<file path="src/rtl/ladybird_serial_responder.sv">
// Host command responder: decodes ping/read/write commands from the UART
// byte stream, issues 32-bit memory requests and streams response bytes back.
module ladybird_serial_responder #(
  parameter logic [7:0] OP_WRITE = 8'h77,
  parameter logic [7:0] OP_READ  = 8'h72,
  parameter logic [7:0] OP_PING  = 8'h70,
  parameter logic [7:0] ACK      = 8'h06,
  parameter logic [7:0] NAK      = 8'h15
) (
  input  logic        clk,
  input  logic        rst,
  input  logic [7:0]  rx_data,
  input  logic        rx_valid,
  output logic        rx_ready,
  output logic [7:0]  tx_data,
  output logic        tx_valid,
  input  logic        tx_ready,
  output logic        mem_valid,
  input  logic        mem_ready,
  output logic        mem_we,
  output logic [31:0] mem_addr,
  output logic [31:0] mem_wdata,
  input  logic [31:0] mem_rdata,
  input  logic        mem_rvalid
);

  typedef enum logic [2:0] {
    S_IDLE, S_ADDR, S_WDATA, S_MEM_REQ, S_MEM_WAIT, S_RESP
  } state_t;

  state_t      state_q, state_d;
  logic        op_we_q, op_we_d;         // latched command: 1 = write
  logic [1:0]  cnt_q, cnt_d;             // field byte index, wraps 3 -> 0
  logic [1:0]  left_q, left_d;           // response bytes remaining after tx_data_q
  logic [23:0] resp_q, resp_d;           // upper read-data bytes not yet presented
  logic [7:0]  tx_data_q, tx_data_d;
  logic        tx_valid_q, tx_valid_d;
  logic        mem_valid_q, mem_valid_d;
  logic        mem_we_q, mem_we_d;
  logic [31:0] addr_q, addr_d;
  logic [31:0] wdata_q, wdata_d;

  logic rx_fire, tx_fire, mem_fire, is_rw;

  // Only the byte-collecting states take input; forced low while in reset.
  assign rx_ready = !rst && (state_q == S_IDLE || state_q == S_ADDR || state_q == S_WDATA);
  assign rx_fire  = rx_valid && rx_ready;
  assign tx_fire  = tx_valid_q && tx_ready;
  assign mem_fire = mem_valid_q && mem_ready;
  assign is_rw    = (rx_data == OP_WRITE) || (rx_data == OP_READ);

  assign tx_data   = tx_data_q;
  assign tx_valid  = tx_valid_q;
  assign mem_valid = mem_valid_q;
  assign mem_we    = mem_we_q;
  assign mem_addr  = addr_q;
  assign mem_wdata = wdata_q;

  // State register
  always_ff @(posedge clk) begin
    if (rst) state_q <= S_IDLE;
    else     state_q <= state_d;
  end

  // Next-state decode
  always_comb begin
    state_d = state_q;
    case (state_q)
      S_IDLE:     if (rx_fire) state_d = is_rw ? S_ADDR : S_RESP;
      S_ADDR:     if (rx_fire && cnt_q == 2'd3) state_d = op_we_q ? S_WDATA : S_MEM_REQ;
      S_WDATA:    if (rx_fire && cnt_q == 2'd3) state_d = S_MEM_REQ;
      S_MEM_REQ:  if (mem_fire) state_d = op_we_q ? S_RESP : S_MEM_WAIT;
      S_MEM_WAIT: if (mem_rvalid) state_d = S_RESP;
      S_RESP:     if (tx_fire && left_q == 2'd0) state_d = S_IDLE;
      default:    state_d = S_IDLE;
    endcase
  end

  // Output/datapath next values; every bus output is registered from these
  always_comb begin
    op_we_d     = op_we_q;
    cnt_d       = cnt_q;
    left_d      = left_q;
    resp_d      = resp_q;
    tx_data_d   = tx_data_q;
    tx_valid_d  = tx_valid_q;
    mem_valid_d = mem_valid_q;
    mem_we_d    = mem_we_q;
    addr_d      = addr_q;
    wdata_d     = wdata_q;
    case (state_q)
      S_IDLE: if (rx_fire) begin
        op_we_d = (rx_data == OP_WRITE);
        cnt_d   = 2'd0;
        if (!is_rw) begin
          tx_valid_d = 1'b1;
          tx_data_d  = (rx_data == OP_PING) ? ACK : NAK;
          left_d     = 2'd0;
        end
      end
      S_ADDR: if (rx_fire) begin
        // Little-endian: shifting in from the top leaves byte 0 in [7:0]
        addr_d = {rx_data, addr_q[31:8]};
        cnt_d  = cnt_q + 2'd1;
        if (cnt_q == 2'd3 && !op_we_q) begin
          mem_valid_d = 1'b1;
          mem_we_d    = 1'b0;
        end
      end
      S_WDATA: if (rx_fire) begin
        wdata_d = {rx_data, wdata_q[31:8]};
        cnt_d   = cnt_q + 2'd1;
        if (cnt_q == 2'd3) begin
          mem_valid_d = 1'b1;
          mem_we_d    = 1'b1;
        end
      end
      S_MEM_REQ: if (mem_fire) begin
        mem_valid_d = 1'b0;
        if (op_we_q) begin
          tx_valid_d = 1'b1;
          tx_data_d  = ACK;
          left_d     = 2'd0;
        end
      end
      S_MEM_WAIT: if (mem_rvalid) begin
        tx_valid_d = 1'b1;
        tx_data_d  = mem_rdata[7:0];
        resp_d     = mem_rdata[31:8];
        left_d     = 2'd3;
      end
      S_RESP: if (tx_fire) begin
        if (left_q == 2'd0) begin
          tx_valid_d = 1'b0;
        end else begin
          tx_data_d = resp_q[7:0];
          resp_d    = {8'h00, resp_q[23:8]};
          left_d    = left_q - 2'd1;
        end
      end
      default: ;
    endcase
  end

  // Datapath registers; reset abandons any partial command or response
  always_ff @(posedge clk) begin
    if (rst) begin
      op_we_q     <= 1'b0;
      cnt_q       <= 2'd0;
      left_q      <= 2'd0;
      resp_q      <= '0;
      tx_data_q   <= '0;
      tx_valid_q  <= 1'b0;
      mem_valid_q <= 1'b0;
      mem_we_q    <= 1'b0;
      addr_q      <= '0;
      wdata_q     <= '0;
    end else begin
      op_we_q     <= op_we_d;
      cnt_q       <= cnt_d;
      left_q      <= left_d;
      resp_q      <= resp_d;
      tx_data_q   <= tx_data_d;
      tx_valid_q  <= tx_valid_d;
      mem_valid_q <= mem_valid_d;
      mem_we_q    <= mem_we_d;
      addr_q      <= addr_d;
      wdata_q     <= wdata_d;
    end
  end

endmodule

</file>
<file path="config.mk">
export PLATFORM = sky130hd
export DESIGN_NAME = ladybird_serial_responder
export DESIGN_NICKNAME = d
export VERILOG_FILES = /design/src/rtl/ladybird_serial_responder.sv
export SDC_FILE = /design/constraint.sdc
export NUM_CORES = 1
export LEC_CHECK = 0
export ABC_AREA = 1
export BUFFER_PORTS_ARGS = -buffer_cell sky130_fd_sc_hd__buf_2
export CAP_MARGIN = 40
export CORE_MARGIN = 3
export CORE_UTILIZATION = 56
export CTS_BUF_LIST = sky130_fd_sc_hd__clkbuf_16
export CTS_CLUSTER_SIZE = 30
export DETAILED_ROUTE_END_ITERATION = 8
export PLACE_DENSITY_LB_ADDON = 0.05
export SYNTH_ARGS = -nofsm -noshare
export SYNTH_HDL_FRONTEND = slang
export SYNTH_SLANG_ARGS = --single-unit
export TNS_END_PERCENT = 10
</file>
<file path="constraint.sdc">
create_clock -name clk -period 2.28 [get_ports clk]
set_clock_uncertainty 0.05 [all_clocks]
set_input_delay 0.114 -clock clk [delete_from_list [all_inputs] [get_ports clk]]
set_output_delay 0.114 -clock clk [all_outputs]
set_load 0.01 [all_outputs]
</file>
==> impl_metrics.csv <==
group,metric,value,unit
run_status,outcome,"finished clean",
yosys,post-synth-top-area-fraction,0.470,
drt,ant_nets,0,
sta,setup_tns,0,ns
yosys,synth_cells,643,
critical_path,criticalPathCategory,"reg2reg",
yosys,synth_area_leader_cell,"dfxtp_1",
clock_network,cts_buffers,9,
clock_network,clkSinkCount,107,
cells_and_area,antenna_cells_inserted,0,
drt,detailedRoute.firstPassIterationCount,4,
die,ios,122,
pwr,leakagePower,2.71,nW
yosys,leading_cell_types_by_total_area_after_synthesis,"dfxtp_1, nand2_1, nor2_1",
hold_path,worst_hold_path_type,"in2reg",
die,die_area,0.00925,mm2
sta,fin_hold_ws,0.0164,ns
critical_path,worst_path_most_repeated_cell,"nand2_2",
sta,slew-limit-headroom,0.698,
sta,tightest_slew,0.453,ns
die,vertical_die_dimension,96.2,um
critical_path,type_of_destination_of_the_critical_path,"register",
global_routing,initial_antenna_violation_count,0,
sta,fmaxAchievable,0.507,GHz
critical_path,critical_path.max_stage_delay,0.54,ns
yosys,synthDistinctLibCells,25,
sta,hold_violations,0,
global_routing,first_global_vias,3953,
yosys,most_instantiated_library_cell_after_synthesis,"nand2_1",
clock_network,clockBufferDepth,2,
clock_network,cts_tree,"built",
global_routing,grt_start_max_net_pins,45,
yosys,ys_ff_latch,107,
cells_and_area,synthToLayoutAreaGrowth,23.1,%
cells_and_area,layout.filler_cells,696,
sta,timing.final.setup_violations,0,
sta,maxSlewViolCount,0,
sta,timing.final.crit_period,1.97,ns
drt,remaining_drc_errors,0,
pwr,peakVddDrop,0.530,mV
yosys,dominantRegCellSynth,"dfxtp_1",
critical_path,r2r_slack,0.31,ns
global_routing,groute.usage.overall,0.249,
clock_network,cts.clk_slew.worst_paths,0.07,ns
hold_path,holdPathStages,3,
sta,part_of_the_cycle_the_worst_path_needs,0.865,
yosys,yosys_warnings,0,
drt,finalWirelength,11100,um
yosys,synth_top_cells_by_count,"nand2_1, nor2_1, dfxtp_1",
yosys,synthesis.area,0.00455,mm2
drt,num_vias,4387,
global_routing,global_route.overflow_total,0,
flow_run,maxCapViolations,0,
critical_path,worstPathArrival,2.20,ns
die,row_count,32,
die,floorplan.initialDensity,0.583,
cells_and_area,fin_nets,810,
die,core_area,0.00781,mm2
clock_network,cts.root.buffer_cell,"clkbuf_16",
sta,rsz0062_at_grt,"no",
placed_design,place.detailed.hpwl,7630,um
placed_design,placement.io_buffers,121,
yosys,post_synth.cell_area_avg,7.08,um2
pwr,powerDensity,1010,mW/mm2
die,die_w,96.2,um
critical_path,crit_path_top_delay_cell,"dfxtp_1",
critical_path,r2r.worst_path.cells,7,
critical_path,crit_chain,"nand2_2 -> nor2_2 -> nand2_2 -> nand3_2 -> buf_4 -> o21ai_0 -> nor2_1",
cells_and_area,post_route_cells_drive_above_1_share,0.227,
placed_design,globalplace.congestion,0.906,
yosys,synth_sequential_area_ratio,0.470,
drt,vias_per_cell,5.05,
clock_network,insertion_delay,0.33,ns
critical_path,worstPathRequired,2.51,ns
critical_path,crit_path_start_kind,"register",
yosys,post_syn_nets,691,
clock_network,cts_htree_levels,3,
yosys,synth-async-reset-ratio,0,
global_routing,wire_length_of_the_first_global_routing_pass,18400,um
drt,drt_first_iter_violations,158,
drt,post_drt_wl_per_cell,12.7,um
yosys,synth-edff-count,0,
critical_path,critical_path.max_fanout,21,
final cells by class:
class | instances | area [um2] | area share
Clock buffer | 9 | 225 | 0.0402
Clock inverter | 7 | 68.8 | 0.0123
Inverter | 38 | 143 | 0.0254
Multi-Input combinational cell | 463 | 2100 | 0.375
Sequential cell | 107 | 2140 | 0.382
Tap cell | 102 | 128 | 0.0228
Timing Repair Buffer | 143 | 798 | 0.142
critical path: cells and delay by family, from the launching register on:
| kind | cells | cell delay, ns |
|---|---|---|
| buffers and inverters | 1 | 0.26 |
| and+or+nand+nor | 5 | 0.93 |
| DFF | 1 | 0.54 |
| AOI/OAI and AO/OA | 1 | 0.12 |
metrics by stage:
| stage | total power [mW] | cells | util | instance area (um2) | setup WS [ns] |
|---|---|---|---|---|---|
| 2_1_floorplan | 3.70 | 643 | - | 4550 | 0.752 |
| 3_3_place_gp | 4.10 | 842 | 0.667 | 5200 | 0.418 |
| 3_5_place_dp | 4.15 | 842 | 0.667 | 5200 | 0.324 |
| 4_1_cts | 5.68 | 869 | 0.718 | 5610 | 0.325 |
| 5_1_grt | 6.09 | 869 | 0.718 | 5610 | 0.0808 |
| 6_report | 5.66 | 869 | 0.718 | 5610 | 0.308 |
state kept, by name (all words and copies together), names as in the netlist, 2 cells and up:
register and count:
left_q 2, state_q 3, mem_wdata 32, cnt_q 2, mem_addr 32, tx_data 8
resp_q 24
final timing paths:
check                               start                 endpoint
hold reg to reg   resp_q[12]$_SDFFE_PP0P_  resp_q[12]$_SDFFE_PP0P_
setup / recovery  state_q[2]$_SDFFE_PP0P_   resp_q[2]$_SDFFE_PP0P_
setup reg to reg  state_q[2]$_SDFFE_PP0P_   resp_q[2]$_SDFFE_PP0P_
hold / removal              mem_rdata[31]  resp_q[23]$_SDFFE_PP0P_
placed cells by master, fill, tap and decap left out, types with 4 or more instances in the layout:
master and n:
nand2_1 139, buf_2 121, nor2_1 116, dfxtp_1 107, a21oi_1 63, o21ai_0 55, nand3_1 51, inv_1 30
dlygate4sd3_1 11, buf_4 11, o21ai_1 9, clkbuf_16 9, inv_2 8, nand2_2 6, nor2_2 5, nor2_4 4
cells by family after synthesis:
logic type / share of synthesized area
AND/OR/NAND/NOR: 0.312
flip-flops: 0.470
buffers and inverters: 0.0692
AO/OA/AOI/OAI: 0.143
adder cells (fa/ha/maj): 0.00549
layer usage:
metal / up-vias / global-route usage / share of wire
met1: 1946 / 0.348 / 0.46
met3: 14 / 0.0500 / 0.060
li1: 2317 / - / -
met4: 0 / 0.0924 / 0.018
met5: - / 0 / 0
met2: 110 / 0.378 / 0.46
power by group:
part | switching [mW] | total (mW) | internal (mW) | leakage [nW]
clock network | 0.677 | 1.53 | 0.850 | 0.142
logic | 1.17 | 1.78 | 0.602 | 1.70
registers | 0.185 | 2.35 | 2.17 | 0.868
total | 2.03 | 5.66 | 3.62 | 2.71
repair_timing:
action,4_1_cts,5_1_grt
hold buffers,11,0
hold endpoints to repair,11,0
endpoints found under the setup margin,0,0
setup buffers,0,0
resized for setup,0,0
Power figures use the tool's default switching activity.
